==> config.mk <==
export PLATFORM = sky130hd
export DESIGN_NAME = alu_req_arbiter
export DESIGN_NICKNAME = d
export VERILOG_FILES = /design/src/rtl/alu_defs_pkg.sv /design/src/rtl/alu_req_arbiter_rr.sv /design/src/rtl/alu_req_arbiter.sv
export SDC_FILE = /design/constraint.sdc
export NUM_CORES = 1
export LEC_CHECK = 0
export CAP_MARGIN = 5
export CORE_MARGIN = 2
export CORE_UTILIZATION = 41
export DETAILED_ROUTE_END_ITERATION = 16
export HOLD_SLACK_MARGIN = 0.06
export PLACE_DENSITY_LB_ADDON = 0.05
export SYNTH_ARGS = -nofsm -noshare
export SYNTH_HDL_FRONTEND = slang
export SYNTH_SLANG_ARGS = --single-unit
==> constraint.sdc <==
create_clock -name clk -period 4.15 [get_ports clk]
set_input_delay 0.83 -clock clk [delete_from_list [all_inputs] [get_ports clk]]
set_output_delay 0.83 -clock clk [all_outputs]
set_load 0.005 [all_outputs]
==> src/rtl/alu_defs_pkg.sv <==
// Shared ALU control codes, control width and arbiter FSM encodings.
package alu_defs;

    localparam int unsigned CTRL_W = 4;

    localparam logic [CTRL_W-1:0] ALU_AND = 4'b0000;
    localparam logic [CTRL_W-1:0] ALU_OR  = 4'b0001;
    localparam logic [CTRL_W-1:0] ALU_ADD = 4'b0010;
    localparam logic [CTRL_W-1:0] ALU_SUB = 4'b0110;

    typedef enum logic [1:0] {
        ST_IDLE = 2'd0,
        ST_EXEC = 2'd1,
        ST_RESP = 2'd2
    } state_t;

    // Index width for an n-entry vector; at least one bit.
    function automatic int unsigned idx_width(input int unsigned n);
        return (n > 1) ? $clog2(n) : 1;
    endfunction

endpackage

==> src/rtl/alu_req_arbiter_rr.sv <==
// Round-robin picker: first set request searching from ptr upward, wrapping.
module rr_arbiter #(
    parameter int unsigned NUM_REQ = 2
) (
    input  logic [NUM_REQ-1:0]                      req,
    input  logic [alu_defs::idx_width(NUM_REQ)-1:0] ptr,
    output logic [NUM_REQ-1:0]                      grant_oh,
    output logic [alu_defs::idx_width(NUM_REQ)-1:0] grant_idx
);
    import alu_defs::*;

    localparam int unsigned IDX_W = idx_width(NUM_REQ);
    localparam logic [IDX_W:0] NUM_REQ_W = (IDX_W+1)'(NUM_REQ);

    logic [IDX_W:0]   sum;
    logic [IDX_W-1:0] idx;
    logic             found;

    // Walk candidates ptr, ptr+1, ... mod NUM_REQ and keep the first hit.
    always_comb begin
        grant_oh  = '0;
        grant_idx = '0;
        found     = 1'b0;
        sum       = '0;
        idx       = '0;
        for (int k = 0; k < int'(NUM_REQ); k++) begin
            sum = {1'b0, ptr} + (IDX_W+1)'(k);
            idx = (sum >= NUM_REQ_W) ? IDX_W'(sum - NUM_REQ_W) : IDX_W'(sum);
            if (!found && req[idx]) begin
                found         = 1'b1;
                grant_oh[idx] = 1'b1;
                grant_idx     = idx;
            end
        end
    end

endmodule

==> src/rtl/alu_req_arbiter.sv <==
// Shares one external combinational ALU between NUM_REQ requesters with
// round-robin arbitration and valid/ready handshakes on request and response.
module alu_req_arbiter #(
    parameter int unsigned NUM_REQ = 2,
    parameter int unsigned DATA_W  = 32,
    parameter int unsigned CTRL_W  = alu_defs::CTRL_W
) (
    input  logic                        clk,
    input  logic                        reset,
    input  logic [NUM_REQ-1:0]          req_valid,
    output logic [NUM_REQ-1:0]          req_ready,
    input  logic [NUM_REQ*CTRL_W-1:0]   req_op,
    input  logic [NUM_REQ*DATA_W-1:0]   req_a,
    input  logic [NUM_REQ*DATA_W-1:0]   req_b,
    output logic [NUM_REQ-1:0]          resp_valid,
    input  logic [NUM_REQ-1:0]          resp_ready,
    output logic [DATA_W-1:0]           resp_result,
    output logic                        resp_zero,
    output logic [CTRL_W-1:0]           alu_ctrl,
    output logic [DATA_W-1:0]           alu_a,
    output logic [DATA_W-1:0]           alu_b,
    input  logic [DATA_W-1:0]           alu_result,
    input  logic                        alu_zero
);
    import alu_defs::*;

    localparam int unsigned IDX_W = idx_width(NUM_REQ);
    localparam logic [IDX_W-1:0] LAST_IDX = IDX_W'(NUM_REQ - 1);

    state_t             state_q, state_d;
    logic [IDX_W-1:0]   rr_ptr_q;
    logic [IDX_W-1:0]   grant_q;
    logic [CTRL_W-1:0]  op_q;
    logic [DATA_W-1:0]  a_q, b_q;
    logic [DATA_W-1:0]  result_q;
    logic               zero_q;

    logic [NUM_REQ-1:0] grant_oh;
    logic [IDX_W-1:0]   grant_idx;

    logic [CTRL_W-1:0]  op_arr [NUM_REQ];
    logic [DATA_W-1:0]  a_arr  [NUM_REQ];
    logic [DATA_W-1:0]  b_arr  [NUM_REQ];

    for (genvar i = 0; i < int'(NUM_REQ); i++) begin : g_unpack
        assign op_arr[i] = req_op[i*CTRL_W +: CTRL_W];
        assign a_arr[i]  = req_a[i*DATA_W +: DATA_W];
        assign b_arr[i]  = req_b[i*DATA_W +: DATA_W];
    end

    rr_arbiter #(
        .NUM_REQ (NUM_REQ)
    ) u_rr (
        .req       (req_valid),
        .ptr       (rr_ptr_q),
        .grant_oh  (grant_oh),
        .grant_idx (grant_idx)
    );

    // Next state and handshake decode; ready only ever asserted from IDLE.
    always_comb begin
        state_d    = state_q;
        req_ready  = '0;
        resp_valid = '0;
        case (state_q)
            ST_IDLE: begin
                if (|req_valid) begin
                    req_ready = grant_oh;
                    state_d   = ST_EXEC;
                end
            end
            ST_EXEC: begin
                state_d = ST_RESP;
            end
            ST_RESP: begin
                resp_valid[grant_q] = 1'b1;
                if (resp_ready[grant_q]) begin
                    state_d = ST_IDLE;
                end
            end
            default: begin
                state_d = ST_IDLE;
            end
        endcase
    end

    // State, operand capture, result capture and pointer rotation.
    always_ff @(posedge clk) begin
        if (reset) begin
            state_q  <= ST_IDLE;
            rr_ptr_q <= '0;
            grant_q  <= '0;
            op_q     <= '0;
            a_q      <= '0;
            b_q      <= '0;
            result_q <= '0;
            zero_q   <= 1'b0;
        end else begin
            state_q <= state_d;
            case (state_q)
                ST_IDLE: begin
                    if (|req_valid) begin
                        grant_q <= grant_idx;
                        op_q    <= op_arr[grant_idx];
                        a_q     <= a_arr[grant_idx];
                        b_q     <= b_arr[grant_idx];
                    end
                end
                ST_EXEC: begin
                    result_q <= alu_result;
                    zero_q   <= alu_zero;
                end
                ST_RESP: begin
                    if (resp_ready[grant_q]) begin
                        rr_ptr_q <= (grant_q == LAST_IDX) ? '0 : grant_q + IDX_W'(1);
                    end
                end
                default: begin
                end
            endcase
        end
    end

    assign alu_ctrl    = op_q;
    assign alu_a       = a_q;
    assign alu_b       = b_q;
    assign resp_result = result_q;
    assign resp_zero   = zero_q;

endmodule

# Word level (Yosys, flattened, before mapping)
# Cells that the tools add are included.
dict set report totals {
  mem_bits_rw 0
  n_memories 0
  in_bits 175
  wordCells 72
  rom_bits 0
  latch_bits 0
  reg_bits 105
}
dict set report classes {
  n_eq_ne 4
  shifts 0
  div 0
  n_bitwise 2
  mux 35
  n_reduce_logical 10
  mul 0
  order_cmp 9
  n_addsub 4
}
# op n
set ops {}
lappend ops {{$mux W32} 6}
lappend ops {{$mux W1} 15}
lappend ops {{$mux W2} 7}
lappend ops {{$mux W4} 3}
lappend ops {{$lt A1 B2 Y1 const B} 3}
lappend ops {{$pmux W2 S3} 1}
lappend ops {{$reduce_and A2 Y1} 3}
lappend ops {{$ge A2 B2 Y1 const B} 2}
lappend ops {{$logic_and A1 B1 Y1} 4}
lappend ops {{$ne A2 B2 Y1 const B} 2}
lappend ops {{$demux W1 S1} 3}
lappend ops {{$ge A1 B1 Y1 const B} 3}
lappend ops {{$add A1 B1 Y2 const B} 1}
lappend ops {{$eq A2 B1 Y1 const B} 1}
lappend ops {{$eq A2 B2 Y1 const B} 1}
lappend ops {{$ge A1 B2 Y1 const B} 1}
lappend ops {{$logic_not A2 Y1} 1}
lappend ops {{$not A1 Y2} 1}
lappend ops {{$or A2 B2 Y2} 1}
lappend ops {{$reduce_or A2 Y1} 1}
lappend ops {{$sub A1 B1 Y1 const B} 2}
lappend ops {{$add A1 B1 Y1 const B} 1}
lappend ops {{$logic_not A1 Y1} 1}

# Logic depth before layout (Yosys ltp)
# Gate-level depths: netlist (run 1).
dict set report depth {
  depth_word 12
  ltp_mapped 8
  depth_no_buf 3
}

# Modules after synthesis
# A second synthesis (run 1) with hierarchy kept.
dict set report unflattened {
  hier_cells 484
  hier_area_um2 4575.6
}
# module area_each_um2 n_inst cells_each
set modules_own_cells {}
lappend modules_own_cells {alu_req_arbiter 4545.6 1 480}
lappend modules_own_cells {rr_arbiter 30.0 1 4}

# Least setup slack after synthesis (run 1)
# Ideal clock, no wire load.
dict set report synth_timing {
  path_kind {input to output}
  startpoint {input port req_valid[1]}
  endpoint {output port req_ready[1]}
  t_required_ps 3320
  t_arrival_ps 1462
  slack_ps 1858
  path_stages 3
  path_buffers 2
  path_cell_list {buf_2 clkbuf_1 and3_1}
}
dict set report synth_between {
  elab_chain_cells 8
  elab_cells_between_ends 13
  classes_between {mux (9); bitwise (1); reduce/logical (3)}
}
# item line_no
set synth_lines {}
lappend synth_lines {{start: declaration} alu_req_arbiter.sv:10} ;# input logic [NUM_REQ-1:0] req_valid,
lappend synth_lines {{$mux W1 (implied by the code) (2 in series)} alu_req_arbiter_rr.sv:29} ;# if (!found && req[idx]) begin
lappend synth_lines {{$mux W1} alu_req_arbiter_rr.sv:29}
lappend synth_lines {{$logic_not A1 Y1} alu_req_arbiter_rr.sv:29}
lappend synth_lines {{$logic_and A1 B1 Y1} alu_req_arbiter_rr.sv:29}
lappend synth_lines {{$mux W2} alu_req_arbiter_rr.sv:29}
lappend synth_lines {{$mux W2 (*)} alu_req_arbiter.sv:67} ;# if (|req_valid) begin
lappend synth_lines {{$mux W2 (*)} alu_req_arbiter.sv:65} ;# case (state_q)
lappend synth_lines {{end: declaration} alu_req_arbiter.sv:11} ;# output logic [NUM_REQ-1:0] req_ready,
# Mark *: on every way between the ends. The rest lies on a longest branch, timed or not. The select of a mux whose other input is x is not followed.

# Worst setup path after layout (run 1)
dict set report layout_timing {
  startpoint {input port req_valid[0]}
  endpoint {output port req_ready[1]}
}
# Same word-level chain as after synthesis.

==> flow_metrics.py, run 1 <==
metrics = {
    "floorplanning": {
        "core_um2": 10940,
        "rows": 38,
        "initial_core_util_pct": 42.49,
        "die-area_um2": 12200,
        "ioPinCount": 280,
        "dieHeight_um": 110.5,
        "die_w_um": 110.5,
    },
    "sta": {
        "timing.fmax_mhz": 335.3,
        "rsz0062_at_grt": "false",
        "maxSlewViolCount": 0,
        "fin_crit_ns": 2.983,
        "worst_hold_slack_ns": 0.4540,
        "fin_skew_ns": 0.005762,
        "setup_viol": 0,
        "period_share_pct": 71.87,
        "tightest_slew_ns": 1.263,
        "hold_viol_final": 0,
        "slew_headroom_pct": 15.41,
        "setup_tns_ns": 0,
    },
    "logic_synthesis": {
        "synth_seq_cells": 105,
        "synth_seq_area_share_pct": 45.23,
        "synth_area_um2": 4647,
        "yosys-top-cells-area": "dfxtp_1 45%, a21oi_1 11%, a311oi_1 11%",
        "yosys.area.top_type_share_pct": 45.23,
        "yosysTopAreaCell": "dfxtp_1",
        "syn_inst": 573,
        "yosysWarningCount": 0,
        "synth_nets": 748,
        "syn_area_per_cell_um2": 8.110,
        "synth_cell_types": 25,
    },
    "job": {
        "cap_violations": 0,
    },
    "finish": {
        "fillerInstances": 898,
        "regArea_um2": 2102,
        "syn_to_final_growth_pct": 65.13,
        "drive_above_1_share_pct": 5.119,
        "multi_input_area_um2": 2240,
        "instances_no_fill": 941,
        "nets": 971,
        "fin_util_pct": 70.17,
        "antenna_cells": 0,
    },
    "worst_setup_path": {
        "critPathLaunchType": "input port",
        "arrival_ns": 2.15,
        "critPathMaxFanout": 4,
        "cpMostUsedCell": "clkdlybuf4s50_1",
        "required_ns": 3.32,
        "crit_slowest_cell": "clkdlybuf4s50_1",
        "r2r-start": "state_q[1]",
        "critical_path.startpoint": "req_valid[0]",
        "cp_cell_sequence": "clkdlybuf4s50_1 > nand2b_2 > and3_1 > clkdlybuf4s50_1",
        "timing_worst_setup_path_type": "input port to primary output",
        "slowest_delay_ns": 0.52,
        "cp-end-kind": "primary output",
    },
    "clock_tree": {
        "max-clock-path-buffers": 2,
        "cts_buffers": 9,
        "cts_repair_resize_count": 0,
        "cts.htree.levels": 3,
        "clk_pin_slew_ns": 0.06,
        "cts_tree": "done",
        "post_cts_buffers": 0,
        "ctsHoldBuffers": 0,
        "cts_sinks": 105,
        "root_buffer": "clkbuf_16",
        "insertion_delay_ns": 0.34,
    },
    "placed_design": {
        "placedCellCount": 925,
        "place_congestion": 0.7978,
        "dpl.hpwl_mm": 11.49,
        "portBuffers": 279,
    },
    "hold_path": {
        "hold_path.startpoint": "resp_result[19]",
        "hp-class": "flip-flop to flip-flop",
    },
    "routing": {
        "detail-route-antenna-nets": 0,
        "viasPerCell": 5.767,
        "wire_per_inst_um": 18.52,
        "num_vias": 5427,
        "remaining_drc_errors": 0,
        "routed_wl_mm": 17.43,
        "drtPass1Iterations": 8,
        "drtIter0Drc": 425,
    },
    "power_and_ir_drop": {
        "power.leakage_nw": 2.613,
        "power_density_nw_per_um2": 371.4,
        "vdd_drop_max_uv": 187.7,
    },
    "grt": {
        "grt_pass1_wl_mm": 27.23,
        "grt_use_total_pct": 27.16,
        "first_global_vias": 5195,
        "antenna_found_initial": 0,
        "overflow": 0,
        "grt_max_degree": 106,
    },
    "outcome": {
        "status": "finished, final reports clean",
    },
}
worst paths after layout:
kind | end | slack [ns] | depth (start not counted)
worst max-delay path | req_ready[1] | 1.17 | 4
worst min-delay path | resp_result[19] | 0.45 | 2
worst max register to register | alu_a[4] | 1.86 | 4
worst min register to register | resp_result[19] | 0.45 | 2
critical path, delay by kind of cell:
family / cells / cell delay (ns)
buf+inv: 2 / 1.01
simple gates: 2 / 0.31
cells in the final DEF (no fill, tap or decap), types with 2 or more instances in the layout:
| master | count |
|---|---|
| a21oi_1 | 104 |
| a311oi_1 | 59 |
| a311oi_2 | 9 |
| and3_1 | 2 |
| buf_4 | 7 |
| bufinv_16 | 2 |
| clkbuf_16 | 9 |
| clkdlybuf4s50_1 | 277 |
| clkinv_2 | 2 |
| clkinvlp_4 | 2 |
| dfxtp_1 | 105 |
| nand2_1 | 67 |
| nand3_1 | 68 |
| nor2b_1 | 3 |
| o21ai_0 | 68 |
layout make-up:
class / count / area share (%)
clock inverters: 7 / 1.223
well taps: 140 / 2.283
clock buffers: 9 / 2.935
repair buffers: 285 / 36.88
flip-flops and latches: 105 / 27.39
inverters: 2 / 0.09783
multi-input cells: 393 / 29.19
flip-flops by register name, summed over array words and instances, names as in the netlist:
signal,cells
rr_ptr_q,1
alu_b,32
resp_result,32
grant_q,1
alu_ctrl,4
state_q,2
resp_zero,1
alu_a,32
metal layers:
layer	share of wire, %	vias up	GRT usage, %
li1	-	2558	-
met1	38	2515	31.23
met2	50	305	46.30
met3	8.1	49	7.080
met4	4.3	0	14.17
met5	0	-	0
synth_stat cells (all sizes together):
cell type  instances
a2111oi            1
a21boi             1
a21oi            104
a311oi            68
and2               2
and2b              1
and3               2
buf               13
clkbuf            60
dfxtp            105
inv                2
mux2i              1
nand2             67
nand2b             2
nand3             68
nor2               2
nor2b              4
o21ai             68
o21ba              1
or2                1
cell families after synthesis:
| logic type | count (synthesis) | share of synthesized area [%] |
|---|---|---|
| compound gates | 243 | 33.12 |
| buf+inv | 75 | 6.892 |
| flops | 105 | 45.23 |
| mux | 1 | 0.2154 |
| simple gates | 149 | 14.54 |
power by group:
part | internal [mW] | total (mW) | switching, mW
Sequential | 1.11 | 1.17 | 0.0584
Combinational | 0.430 | 0.764 | 0.334
Clock | 0.529 | 0.913 | 0.384
Total | 2.07 | 2.85 | 0.776
through the flow:
step	instance area, um2	setup slack [ns]	power, mW
after floorplan	4647	1.858	1.510
after global placement	7355	1.185	1.938
after detailed placement	7355	1.145	1.957
after CTS	7674	1.162	2.863
after global routing	7674	1.095	2.978
final	7674	1.167	2.850
Power figures use the tool's default switching activity.
==> run 2, diff against run 1 <==
--- a/config.mk
+++ b/config.mk
@@ -7,7 +7,7 @@
 export LEC_CHECK = 0
 export CAP_MARGIN = 5
 export CORE_MARGIN = 2
-export CORE_UTILIZATION = 41
+export CORE_UTILIZATION = 38
 export DETAILED_ROUTE_END_ITERATION = 16
 export HOLD_SLACK_MARGIN = 0.06
 export PLACE_DENSITY_LB_ADDON = 0.05
==> constraint.sdc (replaced) <==
create_clock -name clk -period 3.1 [get_ports clk]
set_input_delay 0.62 -clock clk [delete_from_list [all_inputs] [get_ports clk]]
set_output_delay 0.62 -clock clk [all_outputs]
set_load 0.005 [all_outputs]
==> run 2 against run 1 <==
- utilization decreased by 5.2 points
- global-route usage down 1.5 points
- clock power increased by 28%
- wire length rose by 1.9%
- clock skew up 0.0025 ns
- final area grew 1.3%
- via count shrank 0.35%
- count of clock-buffer cells in the layout grew 2
- sequential cell count unchanged
- cell count is 1.5% higher
- sequential share of layout area is 0.35 points lower
- sequential power grew 34%
- critical endpoint unchanged
- largest cell class unchanged
- largest power group unchanged
- highest routed layer unchanged
==> flow_metrics.py, run 2 (synthesis results as in run 1) <==
metrics = {
    "floorplanning": {
        "rows": 40,
        "initial_core_util_pct": 38.85,
        "die_w_um": 114.6,
        "core_um2": 11960,
        "die-area_um2": 13130,
        "ioPinCount": 280,
        "dieHeight_um": 114.6,
    },
    "power_and_ir_drop": {
        "intPower_mw": 2.753,
        "vdd_drop_max_uv": 247.1,
        "p_total_mw": 3.786,
        "power_density_nw_per_um2": 487.1,
        "switchingPower_mw": 1.033,
        "power.leakage_nw": 2.665,
        "p_comb_share_pct": 27.6,
        "pwr-share-clk_pct": 30.8,
        "sequentialPowerShare_pct": 41.5,
        "swShare_pct": 27.29,
    },
    "sta": {
        "fin_crit_ns": 2.558,
        "period_share_pct": 82.50,
        "worst_hold_slack_ns": 0.4541,
        "slew_headroom_pct": 21.40,
        "hold_viol_final": 0,
        "rsz0062_at_grt": "false",
        "maxSlewViolCount": 0,
        "tightest_slew_ns": 1.179,
        "fin_ws_ns": 0.5425,
        "fin_skew_ns": 0.008232,
        "setup_viol": 0,
        "setup_tns_ns": 0,
        "timing.fmax_mhz": 391.0,
    },
    "grt": {
        "grt_use_total_pct": 25.61,
        "grt_max_degree": 72,
        "use_met1_pct": 28.88,
        "overflow": 0,
        "grt_pass1_wl_mm": 26.95,
        "first_global_vias": 5331,
        "antenna_found_initial": 0,
        "gr-max-usage-layer": "met2",
        "use_met2_pct": 44.73,
        "grt_use_met3_pct": 6.935,
    },
    "clock_tree": {
        "root_buffer": "clkbuf_16",
        "insertion_delay_ns": 0.34,
        "cts_repair_resize_count": 0,
        "max-clock-path-buffers": 2,
        "ctsHoldBuffers": 0,
        "cts_buffers": 9,
        "cts_sinks": 105,
        "post_cts_buffers": 0,
        "clk_pin_slew_ns": 0.07,
        "cts_tree": "done",
        "cts.htree.levels": 3,
    },
    "job": {
        "cap_violations": 0,
    },
    "routing": {
        "drtIter0Drc": 429,
        "routed_wl_mm": 17.76,
        "drtPass1Iterations": 4,
        "detail-route-antenna-nets": 0,
        "viasPerCell": 5.663,
        "num_vias": 5408,
        "remaining_drc_errors": 0,
        "wire_per_inst_um": 18.60,
    },
    "placed_design": {
        "place_area_um2": 7466,
        "dpl.hpwl_mm": 12.07,
        "portBuffers": 279,
        "placedCellCount": 939,
        "dpl_worst_slack_ns": 0.5125,
        "place_congestion": 0.8390,
    },
    "worst_setup_path": {
        "cp-end-kind": "primary output",
        "critPathLaunchType": "input port",
        "arrival_ns": 1.94,
        "timing_worst_setup_path_type": "input port to primary output",
        "critPathMaxFanout": 4,
        "required_ns": 2.48,
    },
    "finish": {
        "final_cell_mix": "277 x clkdlybuf4s50_1, 105 x dfxtp_1, 104 x a21oi_1, 68 x o21ai_0, 68 x nand3_1",
        "nets": 978,
        "drive_above_1_share_pct": 5.824,
        "instances_no_fill": 955,
        "fin_util_pct": 64.99,
        "syn_to_final_growth_pct": 67.29,
        "finalInstanceArea_um2": 7774,
        "final_common_cell": "clkdlybuf4s50_1",
    },
    "hold_path": {
        "hp-class": "flip-flop to flip-flop",
    },
    "outcome": {
        "status": "finished, final reports clean",
    },
}
-- run 2: cell types whose count changed in the layout (fill, tap and decap cells not counted), moves of 2 or more --
| cell | delta |
|---|---|
| buf_12 | +4 |
| buf_4 | +3 |
| clkbuf_8 | +2 |
| clkinv_4 | +2 |
| clkinvlp_4 | -2 |
-- run 2: worst paths after layout --
kind                                      from             end  slack (ns)  cells past startpoint
worst min register to register  resp_result[8]  resp_result[8]        0.45                      2
worst max register to register      state_q[1]        alu_a[7]        1.01                      4
worst max-delay path              req_valid[0]    req_ready[1]        0.54                      4
worst min-delay path            resp_result[8]  resp_result[8]        0.45                      2
-- run 2: cell type report --
type | count | area [um2]
Antenna cell | 1 | 2.502
Clock inverter | 4 | 52.55
Multi-Input combinational cell | 393 | 2240
Timing Repair Buffer | 292 | 2933
Tap cell | 147 | 183.9
Fill cell | 1046 | 4188
Inverter | 2 | 7.507
Clock buffer | 11 | 252.7
Sequential cell | 105 | 2102
-- run 2: critical path: stages --
cell	delay, ns
clkdlybuf4s50_1	0.49
nand2b_2	0.11
and3_1	0.18
clkdlybuf4s50_1	0.54
-- run 2: routing by layer --
metal | part of all wire, % | vias to the layer above
met5 | 0 | -
met4 | 3.7 | 0
met2 | 49 | 242
met3 | 8.1 | 46
met1 | 39 | 2548
li1 | - | 2572
-- run 2: power by group through the flow --
| stage | clock network (mW) | registers, mW | logic [mW] |
|---|---|---|---|
| finish | 1.17 | 1.57 | 1.05 |
| CTS | 1.19 | 1.57 | 1.05 |
| global route | 1.24 | 1.59 | 1.13 |
| floorplan | 0 | 1.60 | 0.418 |
| global placement | 0 | 1.60 | 1.03 |
| detailed placement | 0 | 1.60 | 1.05 |
